<file path="config.mk">
export PLATFORM = sky130hd
export DESIGN_NAME = accum8_ctrl
export DESIGN_NICKNAME = d
export VERILOG_FILES = /design/src/rtl/accum8_ctrl.sv
export SDC_FILE = /design/constraint.sdc
export NUM_CORES = 1
export LEC_CHECK = 0
export BUFFER_PORTS_ARGS = -buffer_cell sky130_fd_sc_hd__buf_2
export CORE_MARGIN = 5
export CORE_UTILIZATION = 40
export DETAILED_ROUTE_END_ITERATION = 12
export GPL_TIMING_DRIVEN = 0
export HOLD_SLACK_MARGIN = 0.05
export SETUP_SLACK_MARGIN = 0.1
export SYNTH_ARGS = -nofsm -noshare
export SYNTH_HDL_FRONTEND = slang
export SYNTH_SLANG_ARGS = --single-unit
</file>
<file path="constraint.sdc">
create_clock -name clk -period 4.51 [get_ports clk]
set_input_delay 0.451 -clock clk [delete_from_list [all_inputs] [get_ports clk]]
set_output_delay 0.451 -clock clk [all_outputs]
set_load 0.1 [all_outputs]
</file>
<file path="src/rtl/accum8_ctrl.sv">
// accum8_ctrl: handshaked 8-bit accumulator with ADD / SUB / LOAD / CLEAR commands.
// A command is accepted in IDLE, executed in a single EXEC cycle, and the result
// is held in DONE until downstream takes it. out_cnt counts ADD/SUB operations
// and saturates at its maximum.
// Optional build macro ACCUM8_SAT_EN: clamps out_acc on ADD carry-out (to 8'hFF)
// and SUB borrow (to 8'h00). out_carry and out_ovf always report the raw result.
module accum8_ctrl #(
  parameter int CNT_W = 4
) (
  input  logic             clk,
  input  logic             rst,
  input  logic             in_valid,
  output logic             in_ready,
  input  logic [1:0]       in_op,
  input  logic [7:0]       in_data,
  output logic             out_valid,
  input  logic             out_ready,
  output logic [7:0]       out_acc,
  output logic             out_carry,
  output logic             out_ovf,
  output logic [CNT_W-1:0] out_cnt
);

  typedef enum logic [1:0] {
    IDLE = 2'b00,
    EXEC = 2'b01,
    DONE = 2'b10
  } state_t;

  localparam logic [1:0]       OP_ADD   = 2'b00;
  localparam logic [1:0]       OP_SUB   = 2'b01;
  localparam logic [1:0]       OP_LOAD  = 2'b10;
  localparam logic [1:0]       OP_CLEAR = 2'b11;
  localparam logic [CNT_W-1:0] CNT_MAX  = '1;
  localparam logic [CNT_W-1:0] CNT_ONE  = {{(CNT_W-1){1'b0}}, 1'b1};

  state_t           state;
  logic [1:0]       op_q;
  logic [7:0]       data_q;
  logic [7:0]       acc_q;
  logic             carry_q;
  logic             ovf_q;
  logic [CNT_W-1:0] cnt_q;

  logic [8:0]       sum9;
  logic [8:0]       diff9;
  logic [CNT_W-1:0] cnt_inc;
  logic [7:0]       acc_nx;
  logic             carry_nx;
  logic             ovf_nx;
  logic [CNT_W-1:0] cnt_nx;
  logic             accept;

  // Handshake flags come straight from the state so they never glitch on inputs.
  assign in_ready  = (state == IDLE);
  assign out_valid = (state == DONE);
  assign accept    = in_valid && in_ready;

  assign out_acc   = acc_q;
  assign out_carry = carry_q;
  assign out_ovf   = ovf_q;
  assign out_cnt   = cnt_q;

  // Next result computed from the captured command; only committed in EXEC.
  // SUB is acc + ~data + 1, so bit 8 of the sum is the no-borrow flag.
  always_comb begin
    sum9     = {1'b0, acc_q} + {1'b0, data_q};
    diff9    = {1'b0, acc_q} + {1'b0, ~data_q} + 9'd1;
    cnt_inc  = (cnt_q == CNT_MAX) ? cnt_q : cnt_q + CNT_ONE;
    acc_nx   = acc_q;
    carry_nx = carry_q;
    ovf_nx   = ovf_q;
    cnt_nx   = cnt_q;
    case (op_q)
      OP_ADD: begin
        carry_nx = sum9[8];
        ovf_nx   = (acc_q[7] == data_q[7]) && (sum9[7] != acc_q[7]);
        cnt_nx   = cnt_inc;
`ifdef ACCUM8_SAT_EN
        acc_nx   = sum9[8] ? 8'hFF : sum9[7:0];
`else
        acc_nx   = sum9[7:0];
`endif
      end
      OP_SUB: begin
        carry_nx = diff9[8];
        ovf_nx   = (acc_q[7] != data_q[7]) && (diff9[7] != acc_q[7]);
        cnt_nx   = cnt_inc;
`ifdef ACCUM8_SAT_EN
        acc_nx   = diff9[8] ? diff9[7:0] : 8'h00;
`else
        acc_nx   = diff9[7:0];
`endif
      end
      OP_LOAD: begin
        acc_nx   = data_q;
        carry_nx = 1'b0;
        ovf_nx   = 1'b0;
      end
      OP_CLEAR: begin
        acc_nx   = 8'h00;
        carry_nx = 1'b0;
        ovf_nx   = 1'b0;
        cnt_nx   = '0;
      end
      default: begin
        acc_nx = acc_q;
      end
    endcase
  end

  // Control FSM plus command capture and result registers; reset aborts any
  // in-flight command and clears the result.
  always_ff @(posedge clk or posedge rst) begin
    if (rst) begin
      state   <= IDLE;
      op_q    <= OP_ADD;
      data_q  <= 8'h00;
      acc_q   <= 8'h00;
      carry_q <= 1'b0;
      ovf_q   <= 1'b0;
      cnt_q   <= '0;
    end else begin
      case (state)
        IDLE: begin
          if (accept) begin
            op_q   <= in_op;
            data_q <= in_data;
            state  <= EXEC;
          end
        end
        EXEC: begin
          acc_q   <= acc_nx;
          carry_q <= carry_nx;
          ovf_q   <= ovf_nx;
          cnt_q   <= cnt_nx;
          state   <= DONE;
        end
        DONE: begin
          if (out_ready) begin
            state <= IDLE;
          end
        end
        default: begin
          state <= IDLE;
        end
      endcase
    end
  end

endmodule
</file>
==> flow_summary.ini <==
[worst_setup_path]
crit_top_cell = o21ai_0
path_class = reg -> reg
crit_required_ns = 4.65
crit_fanout = 3
slowest_delay_ns = 0.42
path_cells = inv_1, ha_1, inv_1, fa_1, a211oi_1, o21ai_0, o21ai_0, xnor2_1, a222oi_1, o21ai_0
end_kind = register
crit_slowest_cell = fa_1
crit_arrival_ns = 2.54
start_kind = register

[grt]
grt_overflow = 0
antenna_found_initial = 0
track_usage = 0.1632
grt_pass1_vias = 1628
grt_pass1_wl_mm = 8.169
grt_max_degree = 27

[worst_hold_path]
hold_class = in -> reg

[logic_synthesis]
ys_warn_count = 0
synth-edff-count = 0
ys_types = 45
yosys-top-cells-area = dfrtp_1, ha_1, o21ai_0, nand2_1, a21oi_1
yosysMostFrequentCell = dfrtp_1
syn-num-nets = 255
avgSynthCellArea_um2 = 8.719
synth.top_cell.area_share = 0.3361
synth_common_cells = dfrtp_1, o21ai_0, nand2_1
yosys.area.top_type = dfrtp_1
synth-seq-cells = 26
async_flop_share = 1.000
yosysSeqAreaShare = 0.3361
synth.cell_area_um2 = 1936
synth_cells = 222
synthFlopType = dfrtp_1

[route]
ant_nets = 0
post-route-drc-count = 0
wire_per_inst_um = 14.89
drt-total-wl_mm = 4.796
firstDrtPassIters = 6
vias_per_cell = 5.096
drt-initial-drc-count = 44
dr_total_vias = 1641

[clock_network]
clock_path_buffers = 2
insertion_delay_ns = 0.27
clkSlewWorstSetupHoldPaths_ns = 0.09
cts_tree = built
root_buffer = clkbuf_8
postCtsSetupRepairBufs = 0
cts_sinks = 26
hold_buffers = 0
cts_resized = 0
cts_buffers = 3
htree_levels = 1

[timing]
post-route-min-period_ns = 2.408
setup_tns_ns = 0
fin_ws_ns = 2.102
worst_slew_pin_slew_ns = 0.9933
final-setup-viol-count = 0
max-slew-margin-rel = 0.3371
fin_crit_sh = 0.5339
hold_viol = 0
fmax_ghz = 0.4153
slew_violations = 0
rsz0062_at_grt = false
fin_skew_ns = 0.001849

[outcome]
status = completed

[final_layout]
antenna-diode-count = 0
final_nets = 289
area_delta_synth_final_pct = 14.67
drive_gt1_frac = 0.1765
fillers = 478
final_core_util = 0.4699

[placement]
dp_hpwl_mm = 3.661
gp_congestion = 0.8772
portBuffers = 29
dp_slack_ns = 2.128

[floorplanning]
initial_core_util = 0.4098
design.core.area_um2 = 4723
rows = 25
die-width_um = 79.57
die_height_um = 79.57
ioPinCount = 30
die-area_um2 = 6331

[run]
drv_cap = 0
worst paths after layout:
kind	end	cells after the start	slack (ns)	startpoint
min in group asynchronous	out_cnt[0]$_DFFE_PP0P_	2	0.40	rst
max in group asynchronous	out_acc[7]$_DFFE_PP0P_	2	3.51	rst
worst max register to register	out_acc[6]$_DFFE_PP0P_	10	2.10	out_acc[0]$_DFFE_PP0P_
worst min register to register	out_carry$_DFFE_PP0P_	2	0.49	out_carry$_DFFE_PP0P_
worst min-delay path	state[1]$_DFFE_PP0P_	2	0.35	out_ready
worst max-delay path	out_acc[6]$_DFFE_PP0P_	10	2.10	out_acc[0]$_DFFE_PP0P_
worst max-delay path, delay by kind of cell, from the launching register on:
kind | cells | cell delay, ns
AO/OA/AOI/OAI | 5 | 1.04
XOR/XNOR | 1 | 0.09
adder cells (fa/ha/maj) | 2 | 0.60
buffers and inverters | 2 | 0.14
flip-flops | 1 | 0.40
sequential cells by signal, summed over array words and instances, names as in the netlist:
name,cells
state,2
out_acc,8
op_q,2
out_cnt,4
data_q,8
out_carry,1
out_ovf,1
cells in the final DEF (no fill, tap or decap), types with 5 or more instances in the layout:
cell	instances
buf_2	31
dfrtp_1	26
o21ai_0	25
nand2_1	20
inv_1	17
ha_1	17
nor2_1	14
a21oi_1	14
clkbuf_1	10
xnor2_1	7
nand2b_1	6
a211oi_1	5
nand3_1	5
through the flow:
step / cell area (um^2) / hold slack (ns) / std cells
floorplan: 1936 / 0.4910 / 222
finish: 2220 / 0.3538 / 322
global placement: 2165 / 0.4720 / 318
global route: 2220 / 0.3562 / 322
CTS: 2220 / 0.3490 / 322
detailed placement: 2165 / 0.4767 / 318
logic make-up after synthesis:
family,after synthesis,share of synthesized area
flops,26,0.3361
simple gates,66,0.1706
buf+inv,31,0.06917
fa+ha+maj,19,0.1306
xor+xnor,8,0.03620
compound gates,67,0.2301
mux,5,0.02715
per-layer routing:
layer / GRT usage / share of wire
met5: 0 / 0
met2: 0.2713 / 0.46
met1: 0.2238 / 0.48
met4: 0.02577 / 0.0050
met3: 0.03047 / 0.048
layout make-up:
type	instances	area, um^2	area share
plain buffers	14	70.07	0.03157
clock buffers	4	55.05	0.02480
inverters	17	63.81	0.02875
multi-input cells	165	1151	0.5186
flip-flops and latches	26	650.6	0.2931
well taps	67	83.83	0.03777
repair buffers	29	145.1	0.06539
Power is not shown: default switching activity piles up to over one toggle a cycle in this logic, so the estimate is an artifact.
